### config.mk
export PLATFORM = sky130hd
export DESIGN_NAME = alu_arbiter
export DESIGN_NICKNAME = d
export VERILOG_FILES = /design/src/rtl/alu_pkg.sv /design/src/rtl/alu_core.sv /design/src/rtl/alu_arbiter.sv
export SDC_FILE = /design/constraint.sdc
export NUM_CORES = 1
export LEC_CHECK = 0
export CAP_MARGIN = 20
export CORE_MARGIN = 5
export CORE_UTILIZATION = 55
export CTS_CLUSTER_DIAMETER = 100
export DETAILED_ROUTE_END_ITERATION = 8
export GPL_ROUTABILITY_DRIVEN = 0
export PLACE_DENSITY = 0.86
export SYNTH_ARGS = -nofsm -noshare
export SYNTH_HDL_FRONTEND = slang
export SYNTH_SLANG_ARGS = --single-unit
### constraint.sdc
create_clock -name clk -period 8.46 [get_ports clk]
set_input_delay 1.692 -clock clk [delete_from_list [all_inputs] [get_ports clk]]
set_output_delay 1.692 -clock clk [all_outputs]
set_load 0.03 [all_outputs]
### src/rtl/alu_pkg.sv
// Shared types for the two-requester ALU arbiter: op codes, status flags,
// operand pair and the arbiter FSM state encoding.
package alu_pkg;

    localparam int unsigned DATA_W = 32;

    typedef enum logic [1:0] {
        add      = 2'b00,
        subtract = 2'b01,
        bitw_or  = 2'b10,
        bitw_and = 2'b11
    } control_e;

    typedef struct packed {
        logic sign;
        logic overflow;
        logic zero;
    } status_t;

    typedef struct packed {
        logic signed [DATA_W-1:0] a;
        logic signed [DATA_W-1:0] b;
    } in_t;

    typedef enum logic [1:0] {
        IDLE = 2'd0,
        EXEC = 2'd1,
        DONE = 2'd2
    } arb_state_e;

endpackage

### src/rtl/alu_core.sv
// Combinational ALU: add/sub/or/and on a signed operand pair, producing the
// result and {sign, overflow, zero} status. Holds no state.
module alu_core
    import alu_pkg::*;
#(
    parameter int WIDTH = 32
) (
    input  logic [1:0]         i_op,
    input  logic [2*WIDTH-1:0] i_operands,
    output logic [WIDTH-1:0]   o_result,
    output logic [2:0]         o_status
);

    localparam int MSB = WIDTH - 1;

    logic [WIDTH-1:0] w_a;
    logic [WIDTH-1:0] w_b;
    logic [WIDTH-1:0] w_result;
    logic             w_overflow;
    status_t          w_status;

    assign w_a = i_operands[2*WIDTH-1:WIDTH];
    assign w_b = i_operands[WIDTH-1:0];

    // Operation select; overflow only exists for the arithmetic ops
    always_comb begin
        w_result   = {WIDTH{1'b0}};
        w_overflow = 1'b0;
        case (control_e'(i_op))
            add: begin
                w_result   = w_a + w_b;
                w_overflow = (w_a[MSB] == w_b[MSB]) && (w_result[MSB] != w_a[MSB]);
            end
            subtract: begin
                w_result   = w_a - w_b;
                w_overflow = (w_a[MSB] != w_b[MSB]) && (w_result[MSB] != w_a[MSB]);
            end
            bitw_or: begin
                w_result   = w_a | w_b;
                w_overflow = 1'b0;
            end
            bitw_and: begin
                w_result   = w_a & w_b;
                w_overflow = 1'b0;
            end
            default: begin
                w_result   = {WIDTH{1'b0}};
                w_overflow = 1'b0;
            end
        endcase
    end

    // Sign flag is set for a non-negative result
    always_comb begin
        w_status          = 3'b000;
        w_status.sign     = ~w_result[MSB];
        w_status.overflow = w_overflow;
        w_status.zero     = (w_result == {WIDTH{1'b0}});
    end

    assign o_result = w_result;
    assign o_status = w_status;

endmodule

### src/rtl/alu_arbiter.sv
// Round-robin arbiter sharing one combinational ALU between two requesters;
// owns operand, result and handshake registers (IDLE -> EXEC -> DONE).
module alu_arbiter
    import alu_pkg::*;
#(
    parameter int WIDTH = 32
) (
    input  logic               clk,
    input  logic               rst,
    input  logic               req_valid_0,
    output logic               req_ready_0,
    input  logic [1:0]         req_op_0,
    input  logic [2*WIDTH-1:0] req_operands_0,
    output logic               rsp_valid_0,
    input  logic               rsp_ready_0,
    output logic [WIDTH-1:0]   rsp_result_0,
    output logic [2:0]         rsp_status_0,
    input  logic               req_valid_1,
    output logic               req_ready_1,
    input  logic [1:0]         req_op_1,
    input  logic [2*WIDTH-1:0] req_operands_1,
    output logic               rsp_valid_1,
    input  logic               rsp_ready_1,
    output logic [WIDTH-1:0]   rsp_result_1,
    output logic [2:0]         rsp_status_1
);

    arb_state_e         r_state;
    logic               r_last_grant;
    logic               r_owner;
    logic [1:0]         r_op;
    logic [2*WIDTH-1:0] r_operands;
    logic [WIDTH-1:0]   r_result;
    logic [2:0]         r_status;
    logic [1:0]         r_rsp_valid;

    logic [1:0]         w_grant;
    logic [1:0]         w_sel_op;
    logic [2*WIDTH-1:0] w_sel_operands;
    logic               w_owner_ack;
    logic [WIDTH-1:0]   w_alu_result;
    logic [2:0]         w_alu_status;

    // Grant vector (bit i = requester i); a tie goes to the one not served last
    always_comb begin
        w_grant = 2'b00;
        if (r_state == IDLE) begin
            if (req_valid_0 && req_valid_1) begin
                w_grant = r_last_grant ? 2'b01 : 2'b10;
            end else begin
                w_grant = {req_valid_1, req_valid_0};
            end
        end else begin
            w_grant = 2'b00;
        end
    end

    assign w_sel_op       = w_grant[1] ? req_op_1 : req_op_0;
    assign w_sel_operands = w_grant[1] ? req_operands_1 : req_operands_0;
    assign w_owner_ack    = r_owner ? rsp_ready_1 : rsp_ready_0;

    alu_core #(
        .WIDTH (WIDTH)
    ) u_alu_core (
        .i_op       (r_op),
        .i_operands (r_operands),
        .o_result   (w_alu_result),
        .o_status   (w_alu_status)
    );

    // Arbitration FSM with all datapath and response registers
    always_ff @(posedge clk) begin
        if (rst) begin
            r_state      <= IDLE;
            r_last_grant <= 1'b1;
            r_owner      <= 1'b0;
            r_op         <= 2'b00;
            r_operands   <= {(2*WIDTH){1'b0}};
            r_result     <= {WIDTH{1'b0}};
            r_status     <= 3'b000;
            r_rsp_valid  <= 2'b00;
        end else begin
            case (r_state)
                IDLE: begin
                    if (w_grant != 2'b00) begin
                        r_op         <= w_sel_op;
                        r_operands   <= w_sel_operands;
                        r_owner      <= w_grant[1];
                        r_last_grant <= w_grant[1];
                        r_state      <= EXEC;
                    end
                end
                EXEC: begin
                    r_result    <= w_alu_result;
                    r_status    <= w_alu_status;
                    r_rsp_valid <= r_owner ? 2'b10 : 2'b01;
                    r_state     <= DONE;
                end
                DONE: begin
                    if (w_owner_ack) begin
                        r_rsp_valid <= 2'b00;
                        r_state     <= IDLE;
                    end
                end
                default: begin
                    r_rsp_valid <= 2'b00;
                    r_state     <= IDLE;
                end
            endcase
        end
    end

    assign req_ready_0  = w_grant[0];
    assign req_ready_1  = w_grant[1];
    assign rsp_valid_0  = r_rsp_valid[0];
    assign rsp_valid_1  = r_rsp_valid[1];
    assign rsp_result_0 = r_result;
    assign rsp_result_1 = r_result;
    assign rsp_status_0 = r_status;
    assign rsp_status_1 = r_status;

endmodule

* Word-level counts from Yosys, hierarchy flattened
Cells that the tools add are included.
Cells by class: add/sub/neg operators 2, equal/unequal tests 11, muxes and demuxes 13, bitwise logic cells 4, reduce and logical (&&, ||, !) cells 11
Operators by type and width (count):
- $pmux W32 S4 | 1
- $mux W64 | 1
- $add A32 B32 Y32 | 1
- $and A32 B32 Y32 | 1
- $logic_not A32 Y1 | 1
- $or A32 B32 Y32 | 1
- $sub A32 B32 Y32 | 1
- $mux W2 | 7
- $pmux W2 S3 | 2
- $eq A2 B2 Y1 const B | 3
- $reduce_and A2 Y1 | 3
- $eq A2 B1 Y1 const B | 2
- $logic_not A2 Y1 | 2
- $logic_and A1 B1 Y1 | 3
- $ne A1 B1 Y1 | 3
- $pmux W1 S3 | 1
- $ne A2 B1 Y1 const B | 1
- $ne A2 B2 Y1 const B | 1
- $not A1 Y1 | 2
- $reduce_bool A2 Y1 | 1
- $reduce_or A2 Y1 | 1
- $eq A1 B1 Y1 | 1
- $mux W1 | 1
Storage, ports and cells: register bits 107

* Longest topological paths before layout
Gate-level depths: netlist of the first run.
depth after elaboration 6, mapped depth 14

* Hierarchy
From an unflattened synthesis of the first run, not the netlist that was laid out.
Unflattened totals: cells, all modules 1435, area, all modules 10640.2 µm²
By module, submodules not included:
- alu_core | instances 1, cells an instance 817, area an instance 5337.6 µm², seq. area each 0.0 µm²
- alu_arbiter | instances 1, cells an instance 618, area an instance 5302.6 µm², seq. area each 2142.1 µm²

* Worst setup path after synthesis of the first run
Ideal clock, no wire load.
path kind input to output, start in req_valid_0, end out req_ready_0, data arrival time 2.465 ns, data required time 6.768 ns, path slack 4.303 ns, stages 3, path through nand2_1 > a21oi_1 > clkbuf_1
On the way: longest elaborated chain between the ends 3
Ends and longest elaborated chain:
- start, declared | RTL line alu_arbiter.sv:10 | input logic req_valid_0,
- $logic_and A1 B1 Y1 | RTL line alu_arbiter.sv:48 | if (req_valid_0 && req_valid_1) begin
- $mux W2 * | RTL line alu_arbiter.sv:48
- $mux W2 * | RTL line alu_arbiter.sv:47 | if (r_state == IDLE) begin
- end, declared | RTL line alu_arbiter.sv:11 | output logic req_ready_0,
Mark *: on every way between the ends. The rest lies on a longest branch, timed or not.

* Final worst setup path of the first run
Ends and elaborated chain as after synthesis.

==> results of run 1 <==
## worst max-delay path by stage
stage | start | endpoint | slack [ns] | depth (start not counted)
after CTS | req_valid_0 | req_ready_0 | 2.77 | 5
after global placement | req_valid_1 | req_ready_1 | 2.81 | 5
after global routing | req_valid_0 | req_ready_0 | 2.67 | 5
after detailed placement | req_valid_1 | req_ready_1 | 2.76 | 5
final | req_valid_0 | req_ready_0 | 2.75 | 5
after floorplan | req_valid_0 | req_ready_0 | 4.30 | 3
## layer usage
| layer | vias up | global-route usage | wire length [um] |
|---|---|---|---|
| li1 | 4869 | - | - |
| met1 | 4729 | 0.3971 | 12280 |
| met2 | 670 | 0.4405 | 12760 |
| met3 | 85 | 0.06908 | 3791 |
| met4 | 0 | 0.09077 | 824 |
| met5 | - | 0 | 0 |
## kinds of logic after synthesis
kind of cell    share of synthesized area
fa+ha+maj                          0.1316
simple gates                       0.2029
buf+inv                            0.1032
mux                               0.01936
xor+xnor                          0.01207
compound gates                     0.3038
flops                              0.2271
## cells in the final DEF, fill, tap and decap left out, drive strengths merged, types with 7 or more instances in the layout
| cell | n |
|---|---|
| clkdlybuf4s50 | 210 |
| nor2 | 156 |
| dfxtp | 107 |
| nand2 | 102 |
| a21oi | 100 |
| inv | 100 |
| ha | 96 |
| a222oi | 66 |
| o21ai | 57 |
| nand3 | 25 |
| a211oi | 25 |
| nor3 | 23 |
| o211ai | 22 |
| nor4 | 20 |
| nand4 | 18 |
| mux2i | 16 |
| nand2b | 14 |
| a31oi | 13 |
| xnor2 | 12 |
| buf | 12 |
| o31ai | 12 |
| o21a | 10 |
| o2111ai | 9 |
| clkbuf | 9 |
| o21bai | 8 |
| and2 | 8 |
| and3 | 8 |
| a21o | 8 |
| nor2b | 8 |
| or2 | 7 |
| or4 | 7 |
## worst register-to-register path, stage by stage (launching register included)
cell and delay, ns:
dfxtp_1 0.40, inv_1 0.07, ha_1 0.60, a21oi_1 0.24
o21ai_0 0.59, a22oi_1 0.27, nand3_1 0.16, a21boi_0 0.24
o22a_1 0.28, o221ai_1 0.36, o2111ai_1 0.17, nor4_1 0.34
nand4_1 0.17, o31ai_2 0.22
## registers in the layout, summed over array words and instances (netlist names)
register	flops
r_rsp_valid	2
r_last_grant	1
r_owner	1
rsp_status_0	3
r_op	2
rsp_result_0	32
r_operands	64
r_state	2
## power by group
group | leakage [nW] | total, mW | switching, mW | internal (mW)
Sequential | 0.880 | 0.609 | 0.0546 | 0.554
Combinational | 3.45 | 1.02 | 0.623 | 0.400
Clock | 0.150 | 0.439 | 0.227 | 0.213
## final cells by class
type,instances,area (um^2),share of cell area
Multi-Input combinational cell,938,6355,0.5455
Timing Repair Buffer,223,2205,0.1893
Sequential cell,107,2143,0.1840
Inverter,97,364.1,0.03126
Tap cell,220,275.3,0.02363
Clock buffer,9,225.2,0.01933
Clock inverter,7,81.33,0.006982
==> flow_summary.toml, run 1 <==
[setup_path]
path_class = "primary input to output pin"
cp_max_fo = 68
slowest_stage = "clkdlybuf4s50_1"
path_cells = "clkdlybuf4s50_1 -> nand2_1 -> a21oi_4 -> buf_4 -> clkdlybuf4s50_1"
r2r_end = "rsp_status_0[0]"
worstPathArrival_ns = 4.02
regToRegStartpoint = "r_operands[42]"
crit_top_cell = "clkdlybuf4s50_1"
critPathTopFamily = "buffers and inverters"
cp_num_buf_inv = 3
worst-r2r-setup-slack_ns = 4.24
cp-start-kind = "primary input"
reg2reg_depth = 13
cp_slowest_stage_delay_ns = 0.81
required_ns = 6.77
endpoint_kind = "output pin"

[final_layout]
fillCellCount = 1426
layout-drive-gt1-share = 0.03693
stdcell_area_um2 = 11650
finalNonFillerCells = 1601
layout.nets = 1612
diodes = 0
syn2layout_area_growth_pct = 23.48
final_core_util = 0.6975

[clock_network]
ctsResizeCount = 0
cts-hold-fix-buffers = 0
cts_setup_buffers = 0
cts_tree = "built"
cts_num_sinks = 107
numCtsBuffers = 9
htreeDepth = 3
clock_latency_ns = 0.37
cts_buffer_depth = 2
root_buffer = "clkbuf_16"
clk_pin_slew_ns = 0.08

[sta]
fmax_mhz = 175.1
max_slew_margin = 0.3811
fin_setup_tns_ns = 0
fin_skew_ns = 0.01368
hold_violations = 0
worst_slack_ns = 2.749
fin_crit_ns = 5.711
tightest_slew_ns = 0.9284
rsz0062_at_grt = "false"
timing.hold.ws_ns = 0.4878
fin_crit_sh = 0.6750
finalSetupViolCount = 0
maxSlewViolCount = 0

[routing]
avgRoutedWirePerCell_um = 18.52
vias = 10353
drt_wl_total_um = 29650
vias_per_cell = 6.467
postRouteAntennaNets = 0
drt-initial-drc-count = 1635
drc = 0
first_pass_iters = 8

[floorplan]
die_area_um2 = 19870
dieHeight_um = 141.0
num_rows = 47
core_um2 = 16700
io_pins = 212
start_util = 0.5649
fp.dieW_um = 141.0

[power]
irDropWorstVdd_v = 0.0001354
powerDensity_nw_per_um2 = 177.7
total_power_mw = 2.070
p_leak_nw = 4.479

[yosys]
synth-edff-count = 0
synthFlopType = "dfxtp_1"
synth_common_cells = "nor2_1 (156), dfxtp_1 (107), nand2_1 (102), a21oi_1 (100), ha_1 (96)"
synth_async_sr_flop_share = 0
synth_top_area_cell = "dfxtp_1"
netlist_area_um2 = 9434
syn_inst = 1269
syn-num-nets = 1505
synth_cell_types = 76
yosysMostFrequentCell = "nor2_1"
synth-seq-cells = 107
yosys_warnings = 0
syn_area_per_cell_um2 = 7.434
synth_top_area_share = 0.2271
ys_seq_area_frac = 0.2271
synthTopCellsByArea = "dfxtp_1 (23%), ha_1 (13%), a222oi_1 (7.0%)"

[placement]
hpwl_um = 22100
dp.cells = 1584
pre_cts_ws_ns = 2.765
placedInstanceArea_um2 = 11330
portBuffers = 211

[global_route]
gr-total-overflow = 0
grt_pass1_vias = 9407
grtUsageTotal = 0.2865
antenna_found_initial = 0
grt_start_max_net_pins = 79
grt_pass1_wl_um = 47420

[worst_hold_path]
holdPathEnd = "rsp_result_0[4]"
hold_class = "flop to flop"
hp-start = "rsp_result_0[4]"
hold_path_depth = 2

[run_status]
outcome = "finished clean"

[flow_run]
cap_violations = 0
No activity file was read; power rests on OpenSTA's default activity.
==> run 2, diff against run 1 <==
--- a/config.mk
+++ b/config.mk
@@ -7,11 +7,11 @@
 export LEC_CHECK = 0
 export CAP_MARGIN = 20
 export CORE_MARGIN = 5
-export CORE_UTILIZATION = 55
+export CORE_UTILIZATION = 52
 export CTS_CLUSTER_DIAMETER = 100
 export DETAILED_ROUTE_END_ITERATION = 8
 export GPL_ROUTABILITY_DRIVEN = 0
-export PLACE_DENSITY = 0.86
+export PLACE_DENSITY = 0.82
 export SYNTH_ARGS = -nofsm -noshare
 export SYNTH_HDL_FRONTEND = slang
 export SYNTH_SLANG_ARGS = --single-unit
==> constraint.sdc (replaced) <==
create_clock -name clk -period 5.5 [get_ports clk]
set_input_delay 1.1 -clock clk [delete_from_list [all_inputs] [get_ports clk]]
set_output_delay 1.1 -clock clk [all_outputs]
set_load 0.03 [all_outputs]
==> flow_summary.toml, run 2 (synthesis gave the netlist of run 1 again) <==
[worst_hold_path]
hold_class = "flop to flop"
hold_path_depth = 2
holdPathEnd = "rsp_result_0[4]"
hp-start = "rsp_result_0[4]"

[routing]
vias = 10411
first_pass_iters = 9
postRouteAntennaNets = 0
drt_wl_total_um = 30810
avgRoutedWirePerCell_um = 19.15
vias_per_cell = 6.470
drc = 0
drt-initial-drc-count = 1379

[setup_path]
cp-start-kind = "flop"
endpoint_kind = "flop"
worstPathArrival_ns = 4.22
cp_num_buf_inv = 1
worst-r2r-setup-slack_ns = 1.56
regToRegStartpoint = "r_operands[1]"
critPathTopFamily = "compound AO/OA/AOI/OAI gates"
required_ns = 5.79
reg2reg_depth = 13
slowest_stage = "or4_1"
r2r_end = "rsp_status_0[0]"
cp_slowest_stage_delay_ns = 0.52
path_cells = "inv_1 -> ha_1 -> o21ba_2 -> or4_1 -> a21oi_1 -> o21ai_1 -> o21ai_1 -> nand3_1 -> a31oi_1 -> xnor2_1 -> mux2i_1 -> nand3_1 -> o31ai_2"
path_class = "flop to flop"
cp_max_fo = 5

[floorplan]
fp.dieW_um = 144.7
core_um2 = 17900
io_pins = 212
dieHeight_um = 144.7
die_area_um2 = 20940
num_rows = 49
start_util = 0.5270

[final_layout]
stdcell_area_um2 = 11650
fillCellCount = 1585
top_register = "r_operands"
syn2layout_area_growth_pct = 23.50
layout-drive-gt1-share = 0.03696
most-common-layout-cells = "clkdlybuf4s50_1 (210), nor2_1 (156), dfxtp_1 (106)"
multi_input_area_um2 = 6355
final_core_util = 0.6508
finalNonFillerCells = 1609
layout.nets = 1611
diodes = 0
seq_area_um2 = 2143
final_common_cell = "clkdlybuf4s50_1"
largest_reg_flops = 64

[sta]
max_slew_margin = 0.2128
hold_violations = 0
fin_crit_ns = 3.937
fin_skew_ns = 0.007705
fin_crit_sh = 0.7159
timing.hold.ws_ns = 0.4908
worst_slack_ns = 1.563
maxSlewViolCount = 0
tightest_slew_ns = 1.151
finalSetupViolCount = 0
fin_setup_tns_ns = 0
fmax_mhz = 254.0
rsz0062_at_grt = "false"

[power]
powerDensity_nw_per_um2 = 275.2
total_power_mw = 3.206
p_leak_nw = 4.461
irDropWorstVdd_v = 0.0001685

[clock_network]
cts_buffer_depth = 2
cts_setup_buffers = 0
clk_pin_slew_ns = 0.08
root_buffer = "clkbuf_16"
numCtsBuffers = 9
htreeDepth = 3
cts-hold-fix-buffers = 0
ctsResizeCount = 0
cts_num_sinks = 107
cts_tree = "built"
clock_latency_ns = 0.37

[global_route]
grtUsageTotal = 0.2807
grt_pass1_wl_um = 48050
grt_start_max_net_pins = 68
grt_pass1_vias = 9527
gr-total-overflow = 0
antenna_found_initial = 0

[placement]
placedInstanceArea_um2 = 11340
portBuffers = 211
dp.cells = 1593
hpwl_um = 22850
pre_cts_ws_ns = 1.654

[run_status]
outcome = "finished clean"

[flow_run]
cap_violations = 0
-- run 2: cell types whose count changed in the layout (fill, tap and decap cells not counted), sizes merged --
cell,change
bufinv,+1
clkinvlp,+2
dlymetal6s2s,-1
inv,-3
-- run 2: cell type report --
class                      instances  share of cell area
sequential                       107              0.1840
tap                              229             0.02459
clock buffer                       9             0.01933
multi-input combinational        938              0.5454
inverter                          97             0.03125
clock inverter                     7            0.007302
timing repair buffer             222              0.1881
-- run 2: how the worst max path moves through the flow --
stage | start | end | cells past startpoint
global placement | req_valid_1 | req_ready_1 | 4
detailed placement | req_valid_0 | req_ready_0 | 4
CTS | req_valid_0 | req_ready_0 | 4
floorplan | r_operands[1] | rsp_status_0[0] | 13
global route | r_operands[42] | rsp_status_0[1] | 13
finish | r_operands[1] | rsp_status_0[0] | 13
-- run 2: per-layer routing --
layer	vias to the layer above	wire [um]	global-route usage
li1	4859	-	-
met1	4820	12990	0.3980
met2	648	13550	0.4426
met3	84	3671	0.05159
met4	0	594	0.06971
met5	-	0	0
-- run 2: where the power goes --
part,switching (mW),total (mW),internal [mW]
clock network,0.332,0.693,0.361
logic,0.962,1.57,0.612
registers,0.0867,0.939,0.853
total,1.38,3.21,1.83
-- run 2: worst min-delay path: stages, from the launching register on --
cell,delay (ns)
dfxtp_1,0.33
nand2_1,0.06
a21oi_1,0.06
==> edit (config.mk and constraints of run 2) <==
`WIDTH` is set to 32 in 2 places; all go to 48.
--- a/src/rtl/alu_core.sv
+++ b/src/rtl/alu_core.sv
@@ -3,7 +3,7 @@
 module alu_core
     import alu_pkg::*;
 #(
-    parameter int WIDTH = 32
+    parameter int WIDTH = 48
 ) (
     input  logic [1:0]         i_op,
     input  logic [2*WIDTH-1:0] i_operands,
--- a/src/rtl/alu_arbiter.sv
+++ b/src/rtl/alu_arbiter.sv
@@ -3,7 +3,7 @@
 module alu_arbiter
     import alu_pkg::*;
 #(
-    parameter int WIDTH = 32
+    parameter int WIDTH = 48
 ) (
     input  logic               clk,
     input  logic               rst,
Interface: changed (resized req_operands_0, req_operands_1, rsp_result_0 and rsp_result_1); port bits go from 212 to 308. No check against the original RTL was run, so the function may have changed too.
==> edit against run 2 <==
  * The run now ends with DRC left
  * Cell area rose by 48%
  * Routed wire length up 58%
  * Final cell count grew 49%
  * Non-clock buffer count up 106
  * Critical path depth is 2 higher
  * Setup slack worse by 1200 ps
  * Utilization grew 1.1 points
  * Sequential cell count up 48
  * Hold slack lost 12 ps
  * Area after synthesis increased by 47%
  * First-iteration DRC count is 100% higher
  * Die area is 43% higher
  * Total power is 61% higher
  * Critical endpoint unchanged
  * Highest routed layer unchanged
==> edit: results <==
metrics = {
    "run_status": {
        "outcome": "complete, but fails checks",
        "violated_checks": "DRC",
    },
    "route": {
        "route.layer.met1.wl_mm": 18.7,
        "detail_route.drc_violations": 6,
        "wire_per_inst_um": 20.4,
        "via_count": 15600,
        "met2_length_mm": 22.5,
    },
    "cts": {
        "clk_latency_ps": 450,
        "cts_inserted_buffers": 17,
    },
    "setup_path": {
        "worst_path_largest_cell_delay_ps": 730,
        "crit_path_dat_ps": 5500,
        "critical_path_peak_fanout": 9,
        "r2r_cells": 15,
    },
    "sta": {
        "finalClockSkew_ps": 13.0,
        "max_slew.worst_pin.slew_ps": 1100,
        "timing.hold.ws_ps": 479,
    },
    "global_route": {
        "met3_usage_pct": 7.98,
        "grt_start_max_net_pins": 100,
        "grt_pass1_vias": 14500,
        "use_met2_pct": 50.9,
        "global_route_met1_usage_pct": 37.7,
        "first_pass_grt_wire_length_mm": 75.8,
    },
    "power": {
        "vdd_ir_drop_max_uv": 187,
    },
    "placed_design": {
        "place.port_buffers": 307,
        "post-place-ws_ps": 552,
    },
    "logic_synthesis": {
        "avgSynthCellArea_um2": 7.38,
        "synth_sequential_area_ratio_pct": 22.4,
    },
    "hold_path": {
        "hold_path.startpoint": "rsp_result_0[14]",
    },
    "cells_and_area": {
        "final_layout_size_suffix_gt1_share_pct": 4.13,
    },
}
[edit: cell type report]
| type | instances | area [µm²] |
|---|---|---|
| fill | 2264 | 8840 |
| clock buffer | 17 | 425 |
| multi-input combinational | 1389 | 9330 |
| sequential | 155 | 3110 |
| clock inverter | 15 | 199 |
| tap | 335 | 419 |
| timing repair buffer | 328 | 3230 |
| inverter | 155 | 582 |
[edit: worst register-to-register path: stages, from the launching register on]
cell,delay (ps)
sky130_fd_sc_hd__dfxtp_1,370
sky130_fd_sc_hd__inv_1,80
sky130_fd_sc_hd__ha_1,460
sky130_fd_sc_hd__inv_1,120
sky130_fd_sc_hd__a221oi_1,460
sky130_fd_sc_hd__a21oi_1,210
sky130_fd_sc_hd__o31ai_1,730
sky130_fd_sc_hd__a211o_1,280
sky130_fd_sc_hd__a21oi_1,80
sky130_fd_sc_hd__nor4b_1,460
sky130_fd_sc_hd__o2111ai_1,180
sky130_fd_sc_hd__nor4_1,290
sky130_fd_sc_hd__nand4_1,190
sky130_fd_sc_hd__or4b_1,540
sky130_fd_sc_hd__or4_1,440
sky130_fd_sc_hd__o31ai_2,180
[edit: cell families after synthesis]
kind of cell,Yosys count,synth area share (%)
AO/OA/AOI/OAI,610,31.1
AND/OR/NAND/NOR,568,18.1
buffers and inverters,335,10.6
flip-flops,155,22.4
adder cells (fa/ha/maj),145,13.2
XOR/XNOR,47,2.97
multiplexers,19,1.57
[edit: power breakdown]
| part | switching (mW) | internal (mW) |
|---|---|---|
| sequential | 0.131 | 1.24 |
| combinational | 1.54 | 0.948 |
| clock | 0.559 | 0.730 |
| total | 2.23 | 2.91 |
